**src/rtl/processor_status_pkg.sv**
```systemverilog
// processor_status_pkg: shared widths, P-register bit indices, flag-op and FSM encodings.
// Ports: none (package only).
// Imported by status_flag_calc and processor_status.
package processor_status_pkg;

  localparam int REG_WIDTH = 8;

  // Bit positions inside the P image {N,V,U,B,D,I,Z,C}
  localparam int FLAG_C = 0;
  localparam int FLAG_Z = 1;
  localparam int FLAG_I = 2;
  localparam int FLAG_D = 3;
  localparam int FLAG_B = 4;
  localparam int FLAG_U = 5;
  localparam int FLAG_V = 6;
  localparam int FLAG_N = 7;

  // Bits of P that are not stored: U always reads 1, B lives only in the push image
  localparam logic [7:0] UNSTORED_MASK = 8'h30;
  // Bits an ALU status write may touch
  localparam logic [7:0] ALU_FLAG_MASK = 8'hC3;

  localparam logic [2:0] FLAG_OP_NOP = 3'd0;
  localparam logic [2:0] FLAG_OP_SEC = 3'd1;
  localparam logic [2:0] FLAG_OP_CLC = 3'd2;
  localparam logic [2:0] FLAG_OP_SEI = 3'd3;
  localparam logic [2:0] FLAG_OP_CLI = 3'd4;
  localparam logic [2:0] FLAG_OP_SED = 3'd5;
  localparam logic [2:0] FLAG_OP_CLD = 3'd6;
  localparam logic [2:0] FLAG_OP_CLV = 3'd7;

  typedef enum logic [1:0] {
    ST_IDLE = 2'd0,
    ST_PUSH = 2'd1,
    ST_MASK = 2'd2
  } state_e;

endpackage

```
**src/rtl/processor_status_flag_calc.sv**
```systemverilog
// status_flag_calc: combinational N/Z/C/V derivation from ALU or BIT inputs.
// Ports: ALU result/carry/overflow/strobe, upd_mask, bit_test/bit_operand in;
//        o_flag_en (per-P-bit write enable) and o_flag_val (new value) out, P bit layout.
module status_flag_calc
  import processor_status_pkg::*;
(
  input  logic [REG_WIDTH-1:0] i_alu_dout,
  input  logic                 i_alu_carry,
  input  logic                 i_alu_overflow,
  input  logic                 i_alu_valid,
  input  logic [7:0]           i_upd_mask,
  input  logic                 i_bit_test,
  input  logic [REG_WIDTH-1:0] i_bit_operand,
  output logic [7:0]           o_flag_en,
  output logic [7:0]           o_flag_val
);

  // Only bits 7 and 6 of the BIT operand matter
  logic w_unused;
  assign w_unused = ^i_bit_operand[REG_WIDTH-3:0];

  always_comb begin
    // Mask bits 5..2 are dropped by ALU_FLAG_MASK
    o_flag_en  = i_upd_mask & ALU_FLAG_MASK & {8{i_alu_valid}};
    o_flag_val = 8'h00;
    o_flag_val[FLAG_N] = i_bit_test ? i_bit_operand[REG_WIDTH-1] : i_alu_dout[REG_WIDTH-1];
    o_flag_val[FLAG_V] = i_bit_test ? i_bit_operand[REG_WIDTH-2] : i_alu_overflow;
    o_flag_val[FLAG_Z] = (i_alu_dout == '0);
    o_flag_val[FLAG_C] = i_alu_carry;
  end

endmodule

```
**src/rtl/processor_status.sv**
```systemverilog
// processor_status: 6502 P register with ALU/flag-op/pull updates and the P-push half of BRK/IRQ entry.
// Ports: phi1/reset; ALU result+strobe, upd_mask, BIT inputs, flag_op, pull_valid/pull_data,
//        irq_req/brk_req/push_ack in; status, carry_in, dec_mode, irq_mask, push_data/push_valid, int_busy out.
// Build option STATUS_CMOS_DCLR_EN: interrupt entry also clears D (65C02); default preserves D (NMOS).
module processor_status
  import processor_status_pkg::*;
#(
  parameter logic [7:0] RESET_FLAGS = 8'h04
) (
  input  logic                 phi1,
  input  logic                 reset,
  input  logic [REG_WIDTH-1:0] alu_dout,
  input  logic                 alu_carry,
  input  logic                 alu_overflow,
  input  logic                 alu_valid,
  input  logic [7:0]           upd_mask,
  input  logic                 bit_test,
  input  logic [REG_WIDTH-1:0] bit_operand,
  input  logic [2:0]           flag_op,
  input  logic                 pull_valid,
  input  logic [7:0]           pull_data,
  input  logic                 irq_req,
  input  logic                 brk_req,
  input  logic                 push_ack,
  output logic [7:0]           status,
  output logic                 carry_in,
  output logic                 dec_mode,
  output logic                 irq_mask,
  output logic [7:0]           push_data,
  output logic                 push_valid,
  output logic                 int_busy
);

  state_e     r_state;
  state_e     w_state_nxt;
  logic [7:0] r_flags;      // P layout; bits 5,4 held at 0
  logic [7:0] w_flags_nxt;
  logic       r_brk;        // B value for the pending push
  logic [7:0] w_alu_en;
  logic [7:0] w_alu_val;
  logic       w_take;

  status_flag_calc u_flag_calc (
    .i_alu_dout    (alu_dout),
    .i_alu_carry   (alu_carry),
    .i_alu_overflow(alu_overflow),
    .i_alu_valid   (alu_valid),
    .i_upd_mask    (upd_mask),
    .i_bit_test    (bit_test),
    .i_bit_operand (bit_operand),
    .o_flag_en     (w_alu_en),
    .o_flag_val    (w_alu_val)
  );

  // I is the registered value, so a CLI in this cycle cannot admit an IRQ in this cycle
  assign w_take = brk_req | (irq_req & ~r_flags[FLAG_I]);

  // State register
  always_ff @(posedge phi1) begin
    if (reset) begin
      r_state <= ST_IDLE;
      r_brk   <= 1'b0;
    end else begin
      r_state <= w_state_nxt;
      if (r_state == ST_IDLE && w_take) r_brk <= brk_req;
    end
  end

  // Next-state logic
  always_comb begin
    w_state_nxt = r_state;
    case (r_state)
      ST_IDLE: if (w_take)   w_state_nxt = ST_PUSH;
      ST_PUSH: if (push_ack) w_state_nxt = ST_MASK;
      ST_MASK:               w_state_nxt = ST_IDLE;
      default:               w_state_nxt = ST_IDLE;
    endcase
  end

  // Flag update: pull > flag_op > ALU, only in IDLE; MASK sets I
  always_comb begin
    w_flags_nxt = r_flags;
    case (r_state)
      ST_IDLE: begin
        if (pull_valid) begin
          w_flags_nxt = pull_data & ~UNSTORED_MASK;
        end else begin
          w_flags_nxt = (r_flags & ~w_alu_en) | (w_alu_val & w_alu_en);
          case (flag_op)
            FLAG_OP_SEC: w_flags_nxt[FLAG_C] = 1'b1;
            FLAG_OP_CLC: w_flags_nxt[FLAG_C] = 1'b0;
            FLAG_OP_SEI: w_flags_nxt[FLAG_I] = 1'b1;
            FLAG_OP_CLI: w_flags_nxt[FLAG_I] = 1'b0;
            FLAG_OP_SED: w_flags_nxt[FLAG_D] = 1'b1;
            FLAG_OP_CLD: w_flags_nxt[FLAG_D] = 1'b0;
            FLAG_OP_CLV: w_flags_nxt[FLAG_V] = 1'b0;
            default:     ;
          endcase
        end
      end
      ST_MASK: begin
        w_flags_nxt[FLAG_I] = 1'b1;
`ifdef STATUS_CMOS_DCLR_EN
        w_flags_nxt[FLAG_D] = 1'b0;
`else
        w_flags_nxt[FLAG_D] = r_flags[FLAG_D];
`endif
      end
      default: ;
    endcase
  end

  always_ff @(posedge phi1) begin
    if (reset) r_flags <= RESET_FLAGS & ~UNSTORED_MASK;
    else       r_flags <= w_flags_nxt;
  end

  // Outputs; flags cannot change in PUSH, so push_data is stable until push_ack
  always_comb begin
    status         = r_flags | UNSTORED_MASK;
    carry_in       = r_flags[FLAG_C];
    dec_mode       = r_flags[FLAG_D];
    irq_mask       = r_flags[FLAG_I];
    push_valid     = (r_state == ST_PUSH);
    int_busy       = (r_state != ST_IDLE);
    push_data      = 8'h00;
    if (r_state == ST_PUSH) begin
      push_data         = r_flags;
      push_data[FLAG_U] = 1'b1;
      push_data[FLAG_B] = r_brk;
    end
  end

endmodule

```
**config.mk**
```make
export PLATFORM = sky130hd
export DESIGN_NAME = processor_status
export DESIGN_NICKNAME = d
export VERILOG_FILES = /design/src/rtl/processor_status_pkg.sv /design/src/rtl/processor_status_flag_calc.sv /design/src/rtl/processor_status.sv
export SDC_FILE = /design/constraint.sdc
export NUM_CORES = 1
export LEC_CHECK = 0
export CORE_MARGIN = 2
export CORE_UTILIZATION = 31
export DETAILED_ROUTE_END_ITERATION = 12
export MAX_ROUTING_LAYER = met4
export PLACE_DENSITY = 0.85
export SYNTH_ARGS = -nofsm -noshare
export SYNTH_HDL_FRONTEND = slang
export SYNTH_SLANG_ARGS = --single-unit
```
**constraint.sdc**
```tcl
create_clock -name phi1 -period 3 [get_ports phi1]
set_clock_uncertainty 0.15 [all_clocks]
set_input_delay 0.3 -clock phi1 [delete_from_list [all_inputs] [get_ports phi1]]
set_output_delay 0.3 -clock phi1 [all_outputs]
set_load 0.01 [all_outputs]
```
=== Word-level counts from Yosys, hierarchy flattened ===
Cells that the tools add are included.

* Register bits: 11
* Input port bits: 45
* Word-level logic and storage cells: 44

* Eq/ne operators: 11
* Mux-type cells: 12
* Bitwise gates (word level): 9
* Reductions and logical operators: 7

{| class="wikitable"
|+ Operators with widths
! operator !! count
|-
| bitwise AND 8 bit || 3
|-
| 2-to-1 mux 8 bit || 2
|-
| == test 3 bit (second input constant) || 4
|-
| zero test 8 bit || 1
|-
| inverter 8 bit || 1
|-
| OR 8 bit || 1
|-
| case mux 2 bit (2 select lines) || 2
|-
| == test 3 x 2 -> 1 bit (second input constant) || 2
|-
| case mux 1 bit (2 select lines) || 3
|-
| 2-to-1 mux 2 bit || 2
|-
| inequality test 2 bit (second input constant) || 2
|-
| AND reduction 2 bit || 2
|-
| nonzero test 2 bit || 2
|-
| == test 3 x 1 -> 1 bit (second input constant) || 1
|-
| 2-to-1 mux 1 bit || 3
|-
| == test 2 x 1 -> 1 bit (second input constant) || 1
|-
| == test 2 bit (second input constant) || 1
|-
| zero test 2 bit || 1
|-
| inverter 1 bit || 2
|-
| bitwise AND 1 bit || 1
|-
| logical AND 1 bit || 1
|-
| OR 1 bit || 1
|}

=== Logic depth before layout (Yosys ltp) ===
* Depth in word-level cells: 7
* Depth in mapped cells: 6

=== By module ===
Synthesis repeated with hierarchy kept, for this count alone.

* Cells, all modules: 98
* Area, all modules: 748.2 um^2

{| class="wikitable"
|+ By module, submodules not included
! module !! instances !! cells each !! area an instance (um^2) !! sequential area each (um^2)
|-
| processor_status || 1 || 79 || 610.6 || 180.2
|-
| status_flag_calc || 1 || 19 || 137.6 || 0.0
|}

=== Least setup slack after synthesis ===
OpenSTA, ideal clock, no wires.

* Kind: flip-flop to output port
* Start: register r_state[0]
* End: output port push_data[0]
* Arrival time: 1,016 ps
* Required time: 2,550 ps
* Path slack: 1,534 ps
* Stages on the path, launching flop included: 4
* Buffers on the path: 1
* Cell sequence: dfxtp_1 > nor2b_1 > clkbuf_1 > and2_1

* Longest elaborated chain between the ends: 2

{| class="wikitable"
|+ Ends and longest elaborated chain
! element !! RTL line !! text
|-
| from (decl) || processor_status.sv:34 || <nowiki>state_e r_state;</nowiki>
|-
| from (signal assigned) || processor_status.sv:64 || <nowiki>r_state <= w_state_nxt;</nowiki>
|-
| == test 2 x 1 -> 1 bit || n/a ||
|-
| named net push_valid || processor_status.sv:30 || <nowiki>output logic push_valid,</nowiki>
|-
| 2-to-1 mux 8 bit || processor_status.sv:127 || <nowiki>if (r_state == ST_PUSH) begin</nowiki>
|-
| to (decl) || processor_status.sv:29 || <nowiki>output logic [7:0] push_data,</nowiki>
|}

The timed path passes the listed nets, and every way through them passes these cells.

=== Worst setup path in the final report ===
* Start: register r_state[0]
* End: output port push_data[1]

* Longest elaborated chain between the ends: 2

{| class="wikitable"
|+ Ends and longest elaborated chain
! element !! RTL line
|-
| == test 2 x 1 -> 1 bit || processor_status.sv:127
|-
| 2-to-1 mux 8 bit || processor_status.sv:127
|}

Every way passes these cells.

==> run_results.csv <==
group,metric,value,unit
sta,fin_crit,2.44,ns
cts,cts_sinks,9,
die,row_count,16,
sta,setup_violations,0,
global_routing,grt_max_degree,18,
hold_path,worstHoldPathType,"flop to flop",
run_status,status,"completed",
pwr,worst_ir_drop_vdd,0.271,mV
pwr,p_clk_frac,0.224,
sta,fmax,0.410,GHz
pwr,p_switching,0.000122,W
place,portBuffers,51,
sta,drv_slew,0,
detailed_routing,drtIter0Drc,4,
detailed_routing,ant_nets,0,
final_layout,final_common_cell,"clkdlybuf4s50_1",
detailed_routing,drc,0,
cts,ctsRootBufferMaster,"clkbuf_4",
die,initial_core_util,0.336,
cts,cts_buffers,3,
final_layout,drive_gt1_frac,0.0301,
cts,clock_latency,0.25,ns
logic_synthesis,ys_types,32,
detailed_routing,detail_route.wl_per_cell,12.8,µm
final_layout,layout_common_cells,"clkdlybuf4s50_1 (51), a21oi_1 (11), dfxtp_1 (9)",
global_routing,grt_pass1_vias,723,
pwr,intPower,0.000289,W
detailed_routing,vias,816,
detailed_routing,vias_per_cell,5.10,
sta,slew_headroom,0.596,
logic_synthesis,synthCells,88,
cts,clk_pin_slew,0.06,ns
sta,rsz0062_at_grt,"false",
cts,cts_tree,"done",
critical_path,worstPathMaxFanout,10,
die,die_x,50.6,µm
logic_synthesis,syn_avg_cell_area,7.64,µm²
logic_synthesis,synth-edff-count,0,
final_layout,syn_to_final_growth,75.4,%
cts,cts-resized-gates,0,
sta,tightest_slew,0.605,ns
logic_synthesis,synth_seq_cells,9,
logic_synthesis,ys_seq_area_frac,0.268,
global_routing,grt_pass1_wl,3210,µm
global_routing,overflow,0,
logic_synthesis,synth_flop_cell,"dfxtp_1",
critical_path,worstSetupEndpointType,"output pin",
logic_synthesis,async_flop_share,0,
cts,h-tree-depth,1,
pwr,p_leak,0.450,nW
critical_path,crit_type,"flop to output pin",
place,place_hpwl,1600,µm
critical_path,crit_arrival,1.99,ns
cts,post_cts_buffers,0,
sta,tns,0,ns
final_layout,num-nets-final,179,
critical_path,cp-start-kind,"flop",
sta,fin_crit_sh,0.814,
detailed_routing,drtPass1Iterations,4,
cts,clk_path_buf_depth,2,
logic_synthesis,yosys_warnings,0,
pwr,p_sw_frac,0.296,
die,io_pins,66,
place,gp_congestion,0.798,
global_routing,track_usage,0.164,
die,die_h,50.6,µm
detailed_routing,finalWirelength,2040,µm
critical_path,critPathRequiredTime,2.55,ns
cts,postCtsHoldBufs,0,
sta,setup_ws,0.559,ns
pwr,pwr-share-seq,0.354,
pwr,comb_power_share,0.422,
place,pre_cts_ws,0.832,ns
sta,finalHoldViolations,0,
die,die-area,2560,µm²
global_routing,antenna_found_initial,0,
pwr,power.density,348,nW/µm²
final_layout,antenna_cells,0,
flow_run,max-cap-violations,0,
die,core,2000,µm²
logic_synthesis,syn_area,672,µm²
==> synth_stat cells (all sizes together) (2+ instances only) <==
library cell / instances / area [µm²]
nor2b: 2 / 12.5
a221oi: 3 / 26.3
o21ai: 4 / 20.0
and2: 7 / 43.8
a311oi: 3 / 26.3
nor2: 7 / 28.8
mux2i: 3 / 30.0
clkbuf: 2 / 7.51
nor3: 3 / 15.0
dfxtp: 9 / 180
a21oi: 11 / 55.1
nand3: 3 / 15.0
nor4bb: 2 / 20.0
inv: 4 / 15.0
nand2: 2 / 7.51
buf: 9 / 60.1
==> cells by family (layout without fill, tap and decap cells) <==
family	after synthesis	count (layout)	synth area share
DFF	9	9	0.268
buffers and inverters	15	59	0.123
xor gates and xnor gates	1	1	0.0130
and+or+nand+nor	31	31	0.264
muxes	3	3	0.0447
AOI/OAI and AO/OA	28	28	0.281
other	1	2	0.00558
==> final timing paths <==
| check | cells past startpoint | slack [ns] | from | to |
|---|---|---|---|---|
| worst min-delay path | 1 | 0.36 | r_state[1] | r_state[0] |
| worst max-delay path | 3 | 0.56 | r_state[0] | push_data[1] |
| worst min register to register | 1 | 0.36 | r_state[1] | r_state[0] |
| worst max register to register | 4 | 1.42 | r_state[0] | r_flags[3] |
==> cell type report <==
class	count	area [µm²]
sequential	9	180
timing repair buffer	51	510
fill	184	823
inverter	4	15.0
tap	27	33.8
clock buffer	4	26.3
multi-input combinational	65	413
==> metal layers <==
layer  wire length [µm]  global-route usage  up-vias  share of wire
li1                   -                   -      409              -
met1                853               0.201      368           0.42
met2                988               0.265       39           0.48
met3                199              0.0536        0          0.098
met4                  0              0.0315        0              0
met5                  0                   -        -              0
==> metrics by stage <==
step / util / instances / area (µm²) / hold WS (ns) / power [W]
global route: 0.589 / 160 / 1180 / 0.387 / 0.000437
global placement: 0.576 / 156 / 1150 / 0.339 / 0.000317
finish: 0.589 / 160 / 1180 / 0.362 / 0.000410
CTS: 0.589 / 160 / 1180 / 0.365 / 0.000415
floorplan: - / 89 / 676 / 0.271 / 0.000227
detailed placement: 0.576 / 156 / 1150 / 0.356 / 0.000321
==> critical path: stages (launching register included) <==
cell and delay [ns]:
dfxtp_1 0.44, nor2b_1 0.54, and2_1 0.22, clkdlybuf4s50_1 0.54
==> power by group through the flow <==
stage	sequential (W)	combinational (W)	clock [W]
6_report	0.000145	0.000173	0.0000919
5_1_grt	0.000148	0.000186	0.000104
4_1_cts	0.000146	0.000174	0.0000954
3_5_place_dp	0.000148	0.000173	0
3_3_place_gp	0.000147	0.000170	0
2_1_floorplan	0.000150	0.0000764	0
(Power assumes the default switching activity.)
